File: src/rtl/tone_player_pkg.sv
// Shared types and helpers for the tone_player square-wave note generator.
package tone_pkg;

    typedef enum logic {
        IDLE = 1'b0,
        PLAY = 1'b1
    } state_t;

    localparam int MIN_HALF = 2;

    function automatic int ticks_per_ms(input int clk_hz);
        return clk_hz / 1000;
    endfunction

    // Counter width that stays at least one bit even for a count of 1.
    function automatic int cnt_width(input int n);
        return (n > 1) ? $clog2(n) : 1;
    endfunction

endpackage

File: src/rtl/tone_player_if.sv
// Request/response bundle between the sound sequencer and tone_player.
interface tone_player_if #(
    parameter int DIV_W = 15,
    parameter int DUR_W = 10
);
    logic [DIV_W-1:0] half_period;
    logic [DUR_W-1:0] duration_ms;
    logic             start;
    logic             stop;
    logic             speaker;
    logic             busy;
    logic             done;

    modport master (
        output half_period, duration_ms, start, stop,
        input  speaker, busy, done
    );

    modport slave (
        input  half_period, duration_ms, start, stop,
        output speaker, busy, done
    );
endinterface

File: src/rtl/tone_player_ms_tick_gen.sv
// Millisecond prescaler: emits a one-cycle tick every TICKS cycles, held at zero while cleared.
module ms_tick_gen
    import tone_pkg::*;
#(
    parameter int TICKS = 50_000
) (
    input  logic clk,
    input  logic rst,
    input  logic i_clear,
    output logic o_tick
);
    localparam int CW = cnt_width(TICKS);
    localparam logic [CW-1:0] LAST = CW'(TICKS - 1);

    logic [CW-1:0] r_cnt;

    always_ff @(posedge clk) begin
        if (rst || i_clear) begin
            r_cnt <= '0;
        end else if (r_cnt == LAST) begin
            r_cnt <= '0;
        end else begin
            r_cnt <= r_cnt + 1'b1;
        end
    end

    assign o_tick = !i_clear && (r_cnt == LAST);

endmodule

File: src/rtl/tone_player.sv
// Timed square-wave note generator: plays half_period-based tones for duration_ms and pulses done.
module tone_player
    import tone_pkg::*;
#(
    parameter int CLK_HZ = 50_000_000,
    parameter int DIV_W  = 15,
    parameter int DUR_W  = 10
) (
    input  logic         clk,
    input  logic         rst,
    tone_player_if.slave bus
);
    localparam int TICKS = ticks_per_ms(CLK_HZ);

    state_t           r_state;
    logic             r_speaker;
    logic             r_busy;
    logic             r_done;
    logic [DUR_W-1:0] r_dur;
    logic [DIV_W-1:0] r_div;
    logic [DIV_W-1:0] r_half;

    logic             w_tick;
    logic             w_clear;
    logic [DIV_W-1:0] w_div_next;

    assign w_clear    = (r_state != PLAY);
    assign w_div_next = (bus.half_period < DIV_W'(MIN_HALF)) ? DIV_W'(MIN_HALF) : bus.half_period;

    ms_tick_gen #(.TICKS(TICKS)) u_ms_tick (
        .clk     (clk),
        .rst     (rst),
        .i_clear (w_clear),
        .o_tick  (w_tick)
    );

    // NOTE: all state and outputs update with <= so every branch sees pre-edge values.
    always_ff @(posedge clk) begin
        if (rst) begin
            r_state   <= IDLE;
            r_speaker <= 1'b0;
            r_busy    <= 1'b0;
            r_done    <= 1'b0;
            r_dur     <= '0;
            r_div     <= '0;
            r_half    <= '0;
        end else begin
            r_done <= 1'b0;
            case (r_state)
                IDLE: begin
                    if (bus.start && !bus.stop) begin
                        if (bus.duration_ms == '0) begin
                            // Suppress a second back-to-back done after a note just ended.
                            r_done <= !r_done;
                        end else begin
                            r_state   <= PLAY;
                            r_busy    <= 1'b1;
                            r_speaker <= 1'b1;
                            r_dur     <= bus.duration_ms;
                            r_div     <= w_div_next;
                            r_half    <= '0;
                        end
                    end
                end
                PLAY: begin
                    if (bus.stop || (w_tick && r_dur == DUR_W'(1))) begin
                        r_state   <= IDLE;
                        r_busy    <= 1'b0;
                        r_speaker <= 1'b0;
                        r_done    <= 1'b1;
                        r_dur     <= '0;
                        r_half    <= '0;
                    end else begin
                        if (w_tick) begin
                            r_dur <= r_dur - 1'b1;
                        end
                        // Retune only at a toggle so the running half wave keeps its length.
                        if (r_half == r_div - 1'b1) begin
                            r_half    <= '0;
                            r_speaker <= !r_speaker;
                            r_div     <= w_div_next;
                        end else begin
                            r_half <= r_half + 1'b1;
                        end
                    end
                end
                default: r_state <= IDLE;
            endcase
        end
    end

    assign bus.speaker = r_speaker;
    assign bus.busy    = r_busy;
    assign bus.done    = r_done;

endmodule

File: src/flat_wrapper.sv
// flat-port wrapper written by rule: the top's interface ports become plain ports
module tone_player_flat import tone_pkg::*;
#(
    parameter int CLK_HZ = 50_000_000,
    parameter int DIV_W  = 15,
    parameter int DUR_W  = 10
)
  (clk, rst, bus_half_period, bus_duration_ms, bus_start, bus_stop, bus_speaker, bus_busy, bus_done);
  tone_player_if #(.DIV_W(DIV_W), .DUR_W(DUR_W)) bus_i ();
  input  logic clk;
  input  logic rst;
  input wire logic [$bits(bus_i.half_period)-1:0] bus_half_period;
  input wire logic [$bits(bus_i.duration_ms)-1:0] bus_duration_ms;
  input wire logic [$bits(bus_i.start)-1:0] bus_start;
  input wire logic [$bits(bus_i.stop)-1:0] bus_stop;
  output wire logic [$bits(bus_i.speaker)-1:0] bus_speaker;
  output wire logic [$bits(bus_i.busy)-1:0] bus_busy;
  output wire logic [$bits(bus_i.done)-1:0] bus_done;
  assign bus_i.half_period = bus_half_period;
  assign bus_i.duration_ms = bus_duration_ms;
  assign bus_i.start = bus_start;
  assign bus_i.stop = bus_stop;
  assign bus_speaker = bus_i.speaker;
  assign bus_busy = bus_i.busy;
  assign bus_done = bus_i.done;
  tone_player #(.CLK_HZ(CLK_HZ), .DIV_W(DIV_W), .DUR_W(DUR_W)) u_core (.clk(clk), .rst(rst), .bus(bus_i));
endmodule
File: config.mk
export PLATFORM = sky130hd
export DESIGN_NAME = tone_player_flat
export DESIGN_NICKNAME = d
export VERILOG_FILES = /design/src/rtl/tone_player_pkg.sv /design/src/rtl/tone_player_if.sv /design/src/rtl/tone_player_ms_tick_gen.sv /design/src/rtl/tone_player.sv /design/src/flat_wrapper.sv
export SDC_FILE = /design/constraint.sdc
export NUM_CORES = 1
export LEC_CHECK = 0
export CORE_ASPECT_RATIO = 1.5
export CORE_MARGIN = 4
export CORE_UTILIZATION = 23
export CTS_CLUSTER_DIAMETER = 200
export DETAILED_ROUTE_END_ITERATION = 8
export PLACE_DENSITY = 0.49
export REMOVE_ABC_BUFFERS = 1
export SYNTH_ARGS = -nofsm -noshare
export SYNTH_HDL_FRONTEND = slang
export SYNTH_HIERARCHICAL = 1
export SYNTH_SLANG_ARGS = --single-unit
File: constraint.sdc
create_clock -name clk -period 4.21 [get_ports clk]
set_input_delay 0.842 -clock clk [delete_from_list [all_inputs] [get_ports clk]]
set_output_delay 0.842 -clock clk [all_outputs]
set_load 0.005 [all_outputs]
==> qor.csv <==
metric,value,unit
outcome,completed,
min-delay-start,u_core/bus.busy,
ff2ff_path_depth,9,
synth_area_leaders,"dfxtp_1 (30%), xnor2_1 (6.1%), nor2_1 (4.1%)",
yosys.area.top_type,dfxtp_1,
coreArea,0.0173,mm2
gp_congestion,0.908,
gr-total-overflow,0,
synthArstFlopShare,0,
cap_violations,0,
clockBufferDepth,2,
cp.required,4430,ps
critical_path_class,register to register,
die_w,116,um
dp_hpwl,7990,um
root_buffer,clkbuf_16,
worstSkewPairLatency,330,ps
syn_inst,497,
post-route-period-util,0.765,
vias,3773,
path_max_fanout,15,
synth_common_cells,"dfxtp_1 (60), nor2_1 (44), nand2_1 (43)",
yosysUniqueCellTypes,68,
die-area,0.0198,mm2
crit_arrival,3440,ps
synth.top_cell.area_share,0.297,
hold_viol_final,0,
io_pins,32,
fin_skew,7.90,ps
cp_cell_sequence,inv_1 -> ha_1 -> or4b_4 -> nor3_4 -> xor2_1 -> o221ai_1 -> o211a_1 -> a21o_1 -> a2111oi_2,
ys.flop_type,dfxtp_1,
r2r-end,u_core/r_half[2],
vdd_drop_max,0.209,mV
rsz0062_at_grt,false,
grt_pass1_vias,3757,
synth-edff-count,0,
holdPathStages,2,
core.rowCount,59,
hold_buffers,0,
seq_area_frac_synth,0.297,
drv_slew,0,
period_needed,3220,ps
slew_headroom,0.398,
syn_to_final_growth,17.8,%
antenna_found_initial,0,
nNetsFinal,538,
seqPwrFrac,0.370,
ys_warn_count,6,
hold-path-endpoint,u_core/bus.busy,
power_density,350,mW/mm2
wire_per_inst,15.4,um
track_usage,0.117,
max_stage_delay,570,ps
grt_pass1_wl,18600,um
drtPass1Iterations,4,
htreeDepth,3,
p_leak,1.49,nW
hp-class,register to register,
worst_setup_path_end_kind,register,
fmax,311,MHz
internal_power,1.20,mW
comb_power_share,0.177,
drive_gt1_frac,0.102,
drc,0,
antenna_cells,0,
p_sw,0.464,mW
p_clk_frac,0.453,
drt_wl_total,11100,um
hold_ws,470,ps
syn_area_per_cell,8.12,um2
crit_slowest_cell,or4b_4,
rrSetupSlack,990,ps
clock_sinks,60,
syn-cell-area,0.00404,mm2
setup_tns,0,ps
fp.dieH,170,um
worst_pin_slew,897,ps
setup_viol,0,
ant_nets,0,
port_buffers,31,
drt_iter0_markers,283,
yosysMostFrequentCell,dfxtp_1,
reg2reg_from,u_core/r_div[0],
initial_utilization,0.234,
clk_pin_slew,50,ps
grt_max_degree,75,
netSwitchingFraction,0.279,
ys_ff_latch,60,
ctsResizeCount,0,
cts_setup_buffers,0,
crit_path_start_kind,register,
cts_tree,built,
routed_via_density,5.23,
cts_buffers,9,
-- cell families (layout without fill, tap and decap cells) --
group / after synthesis / in the layout / synth area share
compound gates: 103 / 103 / 0.203
simple gates: 225 / 225 / 0.321
fa+ha+maj: 5 / 5 / 0.0155
xor+xnor: 44 / 44 / 0.0954
buf+inv: 60 / 72 / 0.0679
flops: 60 / 60 / 0.297
-- area by class of cell --
| type | count | area, um2 |
|---|---|---|
| fill | 1874 | 12500 |
| multi-input combinational | 377 | 2560 |
| clock inverter | 4 | 47.5 |
| timing repair buffer | 37 | 350 |
| tap | 213 | 267 |
| clock buffer | 12 | 256 |
| inverter | 19 | 71.3 |
| sequential | 60 | 1200 |
-- metal layers --
layer  routed length (um)  GRT usage  vias up
met5                    0          0        -
met4                  357     0.0530        0
met3                  341     0.0231       28
met2                 5940      0.209       78
met1                 4500      0.131     1814
li1                     -          -     1853
-- registers in the layout (all words and copies together) (netlist names) --
register / cells
u_core/bus.busy: 1
u_core/bus.done: 1
u_core/bus.speaker: 1
u_core/r_div: 15
u_core/r_dur: 10
u_core/r_half: 15
u_core/r_state: 1
u_core/u_ms_tick/r_cnt: 16
-- through the flow --
step	cell area [um2]	worst slack, ps	std cells	total power, mW	utilization
after global routing	4760	616	722	1.75	0.275
after global placement	4450	978	706	0.915	0.258
after floorplan	3830	790	456	0.806	-
after CTS	4760	943	722	1.68	0.275
final	4760	990	722	1.66	0.275
after detailed placement	4450	946	706	0.922	0.258
-- worst max path at each step --
stage / from / to / depth (start not counted)
3_5_place_dp: bus_stop / u_core/r_dur[9] / 8
3_3_place_gp: bus_stop / u_core/r_dur[3] / 8
2_1_floorplan: u_core/r_state / u_core/bus.speaker / 9
4_1_cts: u_core/r_div[0] / u_core/r_half[2] / 9
5_1_grt: u_core/u_ms_tick/r_cnt[0] / u_core/r_dur[2] / 11
6_report: u_core/r_div[0] / u_core/r_half[2] / 9
-- cell usage in the layout, fill, tap and decap left out, types with 3 or more instances in the layout --
cell type	count
a211oi_1	16
a21oi_1	12
a22oi_1	5
a31oi_1	18
a41oi_1	3
and2_1	5
and3_1	7
buf_4	6
clkbuf_16	9
clkdlybuf4s50_1	30
dfxtp_1	60
ha_1	5
inv_1	17
nand2_1	43
nand2b_1	4
nand3_1	30
nand4_1	5
nor2_1	44
nor2_2	3
nor3_1	15
nor3b_1	13
nor4_1	16
nor4_2	5
nor4b_1	13
o21ai_0	8
o311ai_0	7
o311ai_2	8
o32ai_1	4
xnor2_1	28
xor2_1	16
-- critical path, delay by kind of cell (launching register included) --
| kind | cells | cell delay, ps |
|---|---|---|
| compound gates | 4 | 1280 |
| xor+xnor | 1 | 180 |
| fa+ha+maj | 1 | 320 |
| buf+inv | 1 | 90 |
| flops | 1 | 400 |
| simple gates | 2 | 820 |
-- power by group through the flow --
stage / clock [mW] / combinational (mW) / sequential [mW]
CTS: 0.773 / 0.296 / 0.615
finish: 0.753 / 0.295 / 0.616
global placement: 0 / 0.288 / 0.626
global route: 0.803 / 0.324 / 0.619
floorplan: 0 / 0.182 / 0.624
detailed placement: 0 / 0.295 / 0.627
(Power assumes the default switching activity.)
